--- config.mk ---
export PLATFORM = sky130hd
export DESIGN_NAME = aether_cmd_decoder_flat
export DESIGN_NICKNAME = d
export VERILOG_FILES = /design/src/rtl/aether_cmd_decoder_if.sv /design/src/rtl/aether_cmd_decoder.sv /design/src/flat_wrapper.sv
export SDC_FILE = /design/constraint.sdc
export NUM_CORES = 1
export LEC_CHECK = 0
export CAP_MARGIN = 30
export CORE_UTILIZATION = 40
export DETAILED_ROUTE_END_ITERATION = 16
export GPL_TIMING_DRIVEN = 0
export PLACE_DENSITY = 0.67
export SETUP_SLACK_MARGIN = 0.1
export SLEW_MARGIN = 20
export SYNTH_ARGS = -nofsm -noshare
export SYNTH_HDL_FRONTEND = slang
export SYNTH_SLANG_ARGS = --single-unit
export TNS_END_PERCENT = 1
--- constraint.sdc ---
create_clock -name clk_i -period 10.5 [get_ports clk_i]
set_clock_uncertainty 0.15 [all_clocks]
set_input_delay 2.1 -clock clk_i [delete_from_list [all_inputs] [get_ports clk_i]]
set_output_delay 2.1 -clock clk_i [all_outputs]
set_load 0.05 [all_outputs]
--- src/rtl/aether_cmd_decoder_if.sv ---
// aether_cmd_decoder_if: 24-bit host command bus plus the 16-bit read-back path.
// Bus protocol: there is no ready and no backpressure. The responder samples
// instruction/param_1/param_2 on every rising clk edge. Each non-NOP opcode
// present at an edge counts as one command, so holding an opcode repeats it.
// data is a registered response, valid from the cycle after the command.
interface aether_cmd_decoder_if;
   logic [3:0]  instruction;
   logic [3:0]  param_1;
   logic [15:0] param_2;
   logic [15:0] data;

   modport master (output instruction, output param_1, output param_2, input data);
   modport slave  (input instruction, input param_1, input param_2, output data);
endinterface

--- src/rtl/aether_cmd_decoder.sv ---
// aether_cmd_decoder: engine-side responder for the host command bus.
// Owns the register file, the sticky status and interrupt flags, the
// IDLE/CONV/LOADW/RESET sequencer, and the strobes to the engine datapaths.
// Optional feature macro: AETHER_CMD_COUNT_EN. When it is defined, register 15
// (REG_CMDCT) counts accepted commands. When it is undefined, register 15 reads 0.
module aether_cmd_decoder #(
   parameter int RegCount  = 16,
   parameter int RstCycles = 4
) (
   input  logic                   clk_i,
   input  logic                   rst_i,
   aether_cmd_decoder_if.slave    bus,
   output logic                   interrupt_o,
   output logic [RegCount*16-1:0] regs_o,
   output logic                   soft_rst_o,
   output logic                   conv_start_o,
   input  logic                   conv_done_i,
   output logic                   ldw_start_o,
   input  logic                   ldw_done_i,
   output logic                   lip_valid_o,
   output logic                   lip_first_o,
   output logic [15:0]            lip_data_o,
   output logic                   rop_req_o,
   output logic                   rop_first_o,
   input  logic                   rop_valid_i,
   input  logic [15:0]            rop_data_i,
   output logic [1:0]             dbg_state_o
);

   // Sequencer states
   localparam logic [1:0] S_IDLE  = 2'd0;
   localparam logic [1:0] S_CONV  = 2'd1;
   localparam logic [1:0] S_LOADW = 2'd2;
   localparam logic [1:0] S_RESET = 2'd3;

   // Opcodes
   localparam logic [3:0] OP_NOP = 4'd0;
   localparam logic [3:0] OP_RST = 4'd1;
   localparam logic [3:0] OP_RDR = 4'd2;
   localparam logic [3:0] OP_WRR = 4'd3;
   localparam logic [3:0] OP_LDW = 4'd4;
   localparam logic [3:0] OP_LIP = 4'd5;
   localparam logic [3:0] OP_CNV = 4'd6;
   localparam logic [3:0] OP_ROP = 4'd7;

   // Sub-ops
   localparam logic [3:0] RST_FULL = 4'd0;
   localparam logic [3:0] LIP_STRT = 4'd0;
   localparam logic [3:0] LIP_CONT = 4'd1;
   localparam logic [3:0] ROP_STRT = 4'd0;

   // Special register indices
   localparam int IDX_STATS = 0;
   localparam int IDX_CMDCT = 15;

   localparam int CW = (RstCycles > 1) ? $clog2(RstCycles) : 1;

   logic [1:0]    state_q, state_d;
   logic [CW-1:0] rst_cnt_q, rst_cnt_d;
   logic          soft_rst_q, soft_rst_d;
   logic          conv_done_q, conv_done_d;
   logic          ldw_done_q, ldw_done_d;
   logic          illegal_q, illegal_d;
   logic          interrupt_q, interrupt_d;
   logic          conv_start_q, conv_start_d;
   logic          ldw_start_q, ldw_start_d;
   logic          lip_valid_q, lip_valid_d;
   logic          lip_first_q, lip_first_d;
   logic [15:0]   lip_data_q, lip_data_d;
   logic          rop_req_q, rop_req_d;
   logic          rop_first_q, rop_first_d;
   logic [15:0]   data_q, data_d;

   logic [3:0]    op;
   logic [3:0]    p1;
   logic [15:0]   p2;
   logic          live;
   logic          illegal_cmd;
   logic          accept;
   logic          rst_full;
   logic          wr_en;
   logic          rd_stats;
   logic [15:0]   rd_val;
   logic [15:0]   stats;
   logic [15:0]   cmdct_val;

   assign op = bus.instruction;
   assign p1 = bus.param_1;
   assign p2 = bus.param_2;

   // Status word: sticky done/illegal flags plus live busy bits
   assign stats = {11'd0, illegal_q, (state_q == S_LOADW), (state_q == S_CONV),
                   ldw_done_q, conv_done_q};

   // Classify the command on the bus: accepted, illegal, or dropped during RESET
   always_comb begin
      live        = (state_q != S_RESET);
      illegal_cmd = 1'b0;
      if (live) begin
         case (op)
            OP_NOP, OP_RDR, OP_ROP: illegal_cmd = 1'b0;
            OP_RST: illegal_cmd = (p1 != RST_FULL);
            OP_WRR: illegal_cmd = (int'(p1) == IDX_STATS) || (int'(p1) == IDX_CMDCT) ||
                                  (int'(p1) >= RegCount);
            OP_LDW, OP_CNV: illegal_cmd = (state_q != S_IDLE);
            OP_LIP: illegal_cmd = (p1 > LIP_CONT);
            default: illegal_cmd = 1'b1;
         endcase
      end
      accept   = live && (op != OP_NOP) && !illegal_cmd;
      rst_full = accept && (op == OP_RST);
      wr_en    = accept && (op == OP_WRR);
      rd_stats = accept && (op == OP_RDR) && (int'(p1) == IDX_STATS);
   end

   // Read mux over the visible register file, including status and command count
   always_comb begin
      rd_val = '0;
      if (int'(p1) < RegCount) rd_val = regs_o[16*p1 +: 16];
   end

   // Next-state logic for the sequencer, flags, strobes and read-back data
   always_comb begin
      state_d      = state_q;
      rst_cnt_d    = rst_cnt_q;
      soft_rst_d   = soft_rst_q;
      conv_done_d  = conv_done_q;
      ldw_done_d   = ldw_done_q;
      illegal_d    = illegal_q;
      interrupt_d  = conv_done_q | ldw_done_q;
      conv_start_d = 1'b0;
      ldw_start_d  = 1'b0;
      lip_valid_d  = 1'b0;
      lip_first_d  = 1'b0;
      lip_data_d   = lip_data_q;
      rop_req_d    = 1'b0;
      rop_first_d  = 1'b0;
      data_d       = data_q;

      // A result word lands on data unless a register read claims it below
      if (rop_valid_i) data_d = rop_data_i;

      // Read-to-clear comes first so a done pulse in the same cycle survives
      if (rd_stats) begin
         conv_done_d = 1'b0;
         ldw_done_d  = 1'b0;
         illegal_d   = 1'b0;
      end
      if (illegal_cmd) illegal_d = 1'b1;

      if ((state_q == S_CONV) && conv_done_i) begin
         conv_done_d = 1'b1;
         state_d     = S_IDLE;
      end
      if ((state_q == S_LOADW) && ldw_done_i) begin
         ldw_done_d = 1'b1;
         state_d    = S_IDLE;
      end

      if (accept) begin
         case (op)
            OP_RDR: data_d = rd_val;
            OP_CNV: begin
               state_d      = S_CONV;
               conv_start_d = 1'b1;
            end
            OP_LDW: begin
               state_d     = S_LOADW;
               ldw_start_d = 1'b1;
            end
            OP_LIP: begin
               lip_valid_d = 1'b1;
               lip_first_d = (p1 == LIP_STRT);
               lip_data_d  = p2;
            end
            OP_ROP: begin
               rop_req_d   = 1'b1;
               rop_first_d = (p1 == ROP_STRT);
            end
            OP_RST: begin
               state_d     = S_RESET;
               soft_rst_d  = 1'b1;
               rst_cnt_d   = CW'(RstCycles - 1);
               conv_done_d = 1'b0;
               ldw_done_d  = 1'b0;
               illegal_d   = 1'b0;
            end
            default: data_d = data_d;
         endcase
      end

      // Hold soft reset for RstCycles cycles, then return to IDLE
      if (state_q == S_RESET) begin
         if (rst_cnt_q == '0) begin
            state_d    = S_IDLE;
            soft_rst_d = 1'b0;
         end else begin
            rst_cnt_d = rst_cnt_q - 1'b1;
         end
      end
   end

   // State and output registers
   always_ff @(posedge clk_i or posedge rst_i) begin
      if (rst_i) begin
         state_q      <= S_IDLE;
         rst_cnt_q    <= '0;
         soft_rst_q   <= 1'b0;
         conv_done_q  <= 1'b0;
         ldw_done_q   <= 1'b0;
         illegal_q    <= 1'b0;
         interrupt_q  <= 1'b0;
         conv_start_q <= 1'b0;
         ldw_start_q  <= 1'b0;
         lip_valid_q  <= 1'b0;
         lip_first_q  <= 1'b0;
         lip_data_q   <= '0;
         rop_req_q    <= 1'b0;
         rop_first_q  <= 1'b0;
         data_q       <= '0;
      end else begin
         state_q      <= state_d;
         rst_cnt_q    <= rst_cnt_d;
         soft_rst_q   <= soft_rst_d;
         conv_done_q  <= conv_done_d;
         ldw_done_q   <= ldw_done_d;
         illegal_q    <= illegal_d;
         interrupt_q  <= interrupt_d;
         conv_start_q <= conv_start_d;
         ldw_start_q  <= ldw_start_d;
         lip_valid_q  <= lip_valid_d;
         lip_first_q  <= lip_first_d;
         lip_data_q   <= lip_data_d;
         rop_req_q    <= rop_req_d;
         rop_first_q  <= rop_first_d;
         data_q       <= data_d;
      end
   end

`ifdef AETHER_CMD_COUNT_EN
   logic [15:0] cmdct_q;

   // Count accepted commands; a full soft reset restarts the count at zero
   always_ff @(posedge clk_i or posedge rst_i) begin
      if (rst_i)         cmdct_q <= '0;
      else if (rst_full) cmdct_q <= '0;
      else if (accept)   cmdct_q <= cmdct_q + 16'd1;
   end

   assign cmdct_val = cmdct_q;
`else
   assign cmdct_val = '0;
`endif

   // Register file: slot 0 is the status word, slot 15 the command count
   for (genvar n = 0; n < RegCount; n++) begin : g_reg
      if (n == IDX_STATS) begin : g_stats
         assign regs_o[16*n +: 16] = stats;
      end else if (n == IDX_CMDCT) begin : g_cmdct
         assign regs_o[16*n +: 16] = cmdct_val;
      end else begin : g_rw
         logic [15:0] reg_q;

         // Host write to this index; a full soft reset clears it
         always_ff @(posedge clk_i or posedge rst_i) begin
            if (rst_i)                          reg_q <= '0;
            else if (rst_full)                  reg_q <= '0;
            else if (wr_en && (int'(p1) == n))  reg_q <= p2;
         end

         assign regs_o[16*n +: 16] = reg_q;
      end
   end

   assign bus.data     = data_q;
   assign interrupt_o  = interrupt_q;
   assign soft_rst_o   = soft_rst_q;
   assign conv_start_o = conv_start_q;
   assign ldw_start_o  = ldw_start_q;
   assign lip_valid_o  = lip_valid_q;
   assign lip_first_o  = lip_first_q;
   assign lip_data_o   = lip_data_q;
   assign rop_req_o    = rop_req_q;
   assign rop_first_o  = rop_first_q;
   assign dbg_state_o  = state_q;

endmodule

--- src/flat_wrapper.sv ---
// flat-port wrapper written by rule: the top's interface ports become plain ports
module aether_cmd_decoder_flat 
#(
   parameter int RegCount  = 16,
   parameter int RstCycles = 4
)
  (clk_i, rst_i, interrupt_o, regs_o, soft_rst_o, conv_start_o, conv_done_i, ldw_start_o, ldw_done_i, lip_valid_o, lip_first_o, lip_data_o, rop_req_o, rop_first_o, rop_valid_i, rop_data_i, dbg_state_o, bus_instruction, bus_param_1, bus_param_2, bus_data);
  aether_cmd_decoder_if bus_i ();
  input  logic clk_i;
  input  logic rst_i;
  output logic interrupt_o;
  output logic [RegCount*16-1:0] regs_o;
  output logic soft_rst_o;
  output logic conv_start_o;
  input  logic conv_done_i;
  output logic ldw_start_o;
  input  logic ldw_done_i;
  output logic lip_valid_o;
  output logic lip_first_o;
  output logic [15:0] lip_data_o;
  output logic rop_req_o;
  output logic rop_first_o;
  input  logic rop_valid_i;
  input  logic [15:0] rop_data_i;
  output logic [1:0] dbg_state_o;
  input wire logic [$bits(bus_i.instruction)-1:0] bus_instruction;
  input wire logic [$bits(bus_i.param_1)-1:0] bus_param_1;
  input wire logic [$bits(bus_i.param_2)-1:0] bus_param_2;
  output wire logic [$bits(bus_i.data)-1:0] bus_data;
  assign bus_i.instruction = bus_instruction;
  assign bus_i.param_1 = bus_param_1;
  assign bus_i.param_2 = bus_param_2;
  assign bus_data = bus_i.data;
  aether_cmd_decoder #(.RegCount(RegCount), .RstCycles(RstCycles)) u_core (.clk_i(clk_i), .rst_i(rst_i), .bus(bus_i), .interrupt_o(interrupt_o), .regs_o(regs_o), .soft_rst_o(soft_rst_o), .conv_start_o(conv_start_o), .conv_done_i(conv_done_i), .ldw_start_o(ldw_start_o), .ldw_done_i(ldw_done_i), .lip_valid_o(lip_valid_o), .lip_first_o(lip_first_o), .lip_data_o(lip_data_o), .rop_req_o(rop_req_o), .rop_first_o(rop_first_o), .rop_valid_i(rop_valid_i), .rop_data_i(rop_data_i), .dbg_state_o(dbg_state_o));
endmodule
==> out/metrics.csv, run 1 <==
metric,value,unit
WL per Instance,25.24,um
"Avg Cell Area, Syn",11.06,um^2
CTS Buf Count,34,
async set-reset flop share out of synthesis,1.000,
Synth Warn #,0,
largest net degree at the start of global routing,103,
routability cong.,0.8950,
Hold Fails Final Rpt,0,
Yosys top cell by area,dfrtp_1,
ant diodes,0,
worst-case reg-to-reg path depth,6,
Final TNS setup,0,ns
post-CTS setup repair buffer count,0,
area grow syn2layout,36.11,%
Post-synth EDFFs,0,
Critical Path RT,10.68,ns
total track usage,0.3007,
Yosys reg bits,271,
crit path DAT,5.05,ns
vias,11600,
Max Slew Vio Count,0,
post-synth top area share,0.4980,
Overall Power,3.311,mW
layout cells sized above 1,0.1535,
Antenna Violating Nets Remaining,0,
mapped cell area,0.01362,mm^2
worst min path class,reg2reg,
Via density,5.586,
FF-to-FF End,u_core.bus.data[10],
1st-iter DRT viols,967,
setup violators final,0,
Initial Util,0.4061,
Worst Hold Path EP,u_core.lip_data_o[10],
hold depth,1,
Peak supply drop,0.1603,mV
clk_lat worst skew,0.51,ns
num ports,343,
Critical Path Sink Type,register,
Die Y,186.5,um
CTS H-tree depth,2,
"commonest non-fill, non-tap cell in the layout",clkdlybuf4s50_1,
critical path launch point type,input port,
worst r2r src,u_core.dbg_state_o[0],
worst hold margin,0.3548,ns
flop2flop setup slack,7.46,ns
Cell variety after synth,60,
Max Cap Viol,0,
detailed-route DRC error count,0,
Clock transition at path regs,0.06,ns
Die ar.,0.03478,mm^2
Slew @ Worst Pin,0.9719,ns
HP Start,u_core.lip_data_o[10],
final core utilization,0.5527,
status,completed,
Post-synth top flop,dfrtp_1,
Filler cells,2931,
CTS tree,yes,
Achievable Freq,205.4,MHz
cts hold-fix bufs,0,
clk sinks,271,
grt ovf,0,
I/O Buffers,313,
RSZ-0062 raised after global routing,no,
"critical path fanouts, max",10,
CTS max path bufs,3,
final wirelength,52420,um
Crit Path Class,in2reg,
first-pass GRT wire length,77630,um
Tcrit/Tclk final,0.4636,
ranking of synthesized cells by area,"dfrtp_1, mux2i_1, mux4_2, nand2_1, nor2_1",
vias in the first global route,11630,
Slew Limit Headroom,0.3472,
Final HPWL DP,38770,um
fin nets,1653,
CTS root buf,clkbuf_16,
"Seq/Total Area, Yosys",0.4980,
PostCTS Resize Cnt,0,
number of cell rows,67,
post-layout minimum cycle time,4.868,ns
DR pass1 iterations,5,
cells after synthesis,1231,
flip-flop and latch area,0.006782,mm^2
LEAKAGE,8.301,nW
Multi-input gate area,0.006080,mm^2
CORE AREA,0.03353,mm^2
initial antenna violation count,0,
die width,186.5,um
Pwr per Cell Area,178.6,mW/mm^2
"commonest cells after routing, fill and taps aside","clkdlybuf4s50_1, dfrtp_1, mux2i_1",
-- synth_stat cells, drive strengths merged (8+ instances only) --
| cell | instances |
|---|---|
| buf | 93 |
| nor4 | 12 |
| mux2 | 29 |
| or4 | 9 |
| nand4 | 11 |
| o211ai | 17 |
| clkbuf | 42 |
| nand2 | 168 |
| nor2b | 17 |
| o221ai | 12 |
| nor2 | 151 |
| a221oi | 10 |
| mux2i | 178 |
| mux4 | 35 |
| dfrtp | 271 |
| o21ai | 8 |
| a21oi | 82 |
| inv | 16 |
| nand2b | 9 |
-- layer usage --
layer,vias up,share of wire,track usage
met5,-,0,0
met4,0,0.041,0.1223
met3,115,0.090,0.07523
met2,606,0.47,0.4795
met1,5858,0.40,0.3921
li1,5023,-,-
-- per-stage QoR --
step / instances / area [um^2] / setup slack [ns]
2_1_floorplan: 1257 / 13710 / 0.7830
3_3_place_gp: 2018 / 17410 / -2.899
3_5_place_dp: 2020 / 17470 / 5.227
4_1_cts: 2077 / 18530 / 5.748
5_1_grt: 2077 / 18530 / 5.547
6_report: 2077 / 18530 / 5.632
-- area by class of cell --
cell class,instances,share of cell area
timing repair buffer,315,0.1720
sequential,271,0.3659
multi-input combinational,835,0.3280
clock buffer,46,0.05272
buffer,135,0.04280
clock inverter,11,0.004658
tap,448,0.03024
inverter,16,0.003645
-- cells by family after synthesis --
kind of cell / after synthesis / share of synthesized area
DFF: 271 / 0.4980
AOI/OAI and AO/OA: 164 / 0.07811
and+or+nand+nor: 402 / 0.1460
muxes: 242 / 0.2149
other: 1 / 0.0002754
buffers and inverters: 151 / 0.06267
-- worst max-delay path: stages --
cell and delay, ns:
clkdlybuf4s50_1 0.49, buf_2 0.25, buf_2 0.33, clkbuf_1 0.73
buf_1 0.55, o221ai_1 0.19, o211ai_1 0.18, o311ai_0 0.21
-- flip-flops by register name, summed over array words and instances (netlist names), 2 cells and up --
signal / cells
u_core.g.g_rw.reg_q: 224
u_core.rst_cnt_q: 2
u_core.dbg_state_o: 2
u_core.lip_data_o: 16
u_core.bus.data: 16
-- how the worst max path moves through the flow --
stage / slack, ns / startpoint / to / depth (start not counted)
6_report: 5.63 / bus_param_1[1] / u_core.bus.data[15] / 8
5_1_grt: 5.55 / bus_param_1[0] / u_core.g_reg[10].g_rw.reg_q[7] / 9
3_3_place_gp: -2.90 / rst_i / u_core.lip_data_o[13] / 2
3_5_place_dp: 5.23 / bus_param_1[1] / u_core.bus.data[15] / 8
4_1_cts: 5.75 / u_core.dbg_state_o[0] / regs_o[2] / 3
2_1_floorplan: 0.78 / rst_i / u_core.bus.data[0] / 1
-- report_power, final --
part	total (mW)	internal, mW	leakage, nW	switching, mW
combinational	0.927	0.314	4.14	0.613
clock	1.14	0.675	0.530	0.462
sequential	1.25	1.15	3.63	0.0976
total	3.31	2.14	8.30	1.17
Power figures use the tool's default switching activity.
==> run 2, diff against run 1 <==
Clock period 10.5 ns to 4.55 ns, I/O delays scaled along.
==> out/metrics.csv, run 2 (same netlist as run 1, synthesis figures left out) <==
metric,value,unit,change
status,completed,,
placed insts,2027,,+0.35%
detailed-route DRC error count,0,,unchanged
flop2flop setup slack,1.45,ns,-6.01 ns
Clock transition at path regs,0.06,ns,about the same
final wirelength,52670,um,+0.46%
setup violators final,0,,unchanged
first-pass GRT wire length,78030,um,+0.52%
"commonest non-fill, non-tap cell in the layout",clkdlybuf4s50_1,,
CORE AREA,0.03353,mm^2,unchanged
placed inst area,0.01759,mm^2,+0.69%
Antenna Violating Nets Remaining,0,,unchanged
Finished Layout Cells,2086,,+0.43%
Pwr per Cell Area,410.1,mW/mm^2,+130%
1st-iter DRT viols,952,,-1.6%
layout cells sized above 1,0.1569,,+0.003430
ant diodes,0,,unchanged
Critical Path Most Common Cell,buf_2,,
Critical Path Sink Type,register,,
CTS max path bufs,3,,unchanged
Critical Path RT,4.80,ns,-5.88 ns
clk_lat worst skew,0.57,ns,+0.06 ns
"critical path fanouts, max",10,,unchanged
Via density,5.545,,-0.73%
Tcrit/Tclk final,0.8183,,
die width,186.5,um,unchanged
DR pass1 iterations,6,,+1
Slew @ Worst Pin,1.022,ns,+0.05004 ns
grt ovf,0,,unchanged
area grow syn2layout,37.02,%,
Slew Limit Headroom,0.3187,,-0.02849
worst hold margin,0.3453,ns,-0.009524 ns
Die Y,186.5,um,unchanged
Initial Util,0.4061,,unchanged
"commonest cells after routing, fill and taps aside","clkdlybuf4s50_1, dfrtp_1, mux2i_1",,
CTS H-tree depth,1,,-1
initial antenna violation count,1,,+1
crit path buf inv count,5,,unchanged
critical path launch point type,input port,,
CP max stage delay,0.80,ns,+0.07 ns
LEAKAGE,8.349,nW,+0.58%
Max Slew Vio Count,0,,unchanged
CTS tree,yes,,
CP top delay family,buffers and inverters,,
post-route cell area,0.01866,mm^2,+0.67%
RSZ-0062 raised after global routing,no,,
I/O Buffers,313,,unchanged
Largest Register,u_core.g.g_rw.reg_q,,
PostCTS Resize Cnt,0,,unchanged
post-layout minimum cycle time,3.723,ns,
Slowest cell on crit path,clkbuf_1,,
worst min path class,reg2reg,,
vias in the first global route,11610,,-0.13%
total track usage,0.3013,,+0.0005192
clk sinks,271,,unchanged
Die ar.,0.03478,mm^2,unchanged
Peak supply drop,0.3179,mV,+98%
number of flip-flops in the largest register,224,,unchanged
cts hold-fix bufs,0,,unchanged
vias,11570,,-0.30%
WL per Instance,25.25,um,about the same
num ports,343,,unchanged
Achievable Freq,268.6,MHz,
routability cong.,0.9119,,+1.9%
number of cell rows,67,,unchanged
fin nets,1658,,+0.30%
Hold Fails Final Rpt,0,,unchanged
CTS Buf Count,31,,-8.8%
CTS root buf,clkbuf_16,,
crit path DAT,3.97,ns,-1.08 ns
Final HPWL DP,39510,um,+1.9%
post-CTS setup repair buffer count,0,,unchanged
Max Cap Viol,0,,unchanged
CP cell instances,clkdlybuf4s50_1 > buf_2 > buf_2 > clkbuf_1 > buf_1 > o221ai_1 > o211ai_1 > o311ai_0,,
largest net degree at the start of global routing,34,,-67%
Crit Path Class,in2reg,,
run 2: area by class of cell:
class                      instances  area, um^2
timing repair buffer             323        3324
sequential                       271        6782
inverter                          16       63.81
clock inverter                    15       183.9
tap                              448       560.5
clock buffer                      43       870.8
buffer                           135       793.3
multi-input combinational        835        6080
fill                            2983       14870
run 2: path summary, 6_finish.rpt:
path,cells past startpoint,startpoint,end
min in group asynchronous,2,rst_i,u_core.g_reg[4].g_rw.reg_q[1]
max reg2reg,6,u_core.dbg_state_o[0],u_core.bus.data[10]
min,1,u_core.soft_rst_o,u_core.soft_rst_o
max,8,bus_param_1[1],u_core.bus.data[15]
max in group asynchronous,6,rst_i,u_core.lip_data_o[11]
min reg2reg,1,u_core.soft_rst_o,u_core.soft_rst_o
run 2: through the flow:
step,power [mW],setup WS [ns],TNS [ns],utilization
6_report,7.652,0.8269,0,0.5564
5_1_grt,7.884,0.6435,0,0.5564
4_1_cts,7.668,0.8755,0,0.5561
3_5_place_dp,5.067,0.3591,0,0.5246
3_3_place_gp,5.024,-2.204,-590.75,0.5193
2_1_floorplan,4.259,-0.09143,-24.78,-
run 2: power breakdown:
part	switching [mW]	internal [mW]
clock	1.06	1.56
sequential	0.223	2.65
combinational	1.43	0.736
run 2: worst register-to-register path, cell delays in order (launching register included):
cell and delay, ns:
dfrtp_1 0.41, clkbuf_1 0.23, a211oi_1 0.51, and2_1 0.20, clkbuf_1 0.54, clkbuf_1 0.67
o211ai_1 0.23
run 2: layer usage:
metal / GRT usage / part of all wire / vias up
li1: - / - / 5032
met1: 0.4004 / 0.42 / 5852
met2: 0.4806 / 0.47 / 577
met3: 0.07335 / 0.083 / 104
met4: 0.1056 / 0.034 / 2
met5: 0 / 0.00021 / -
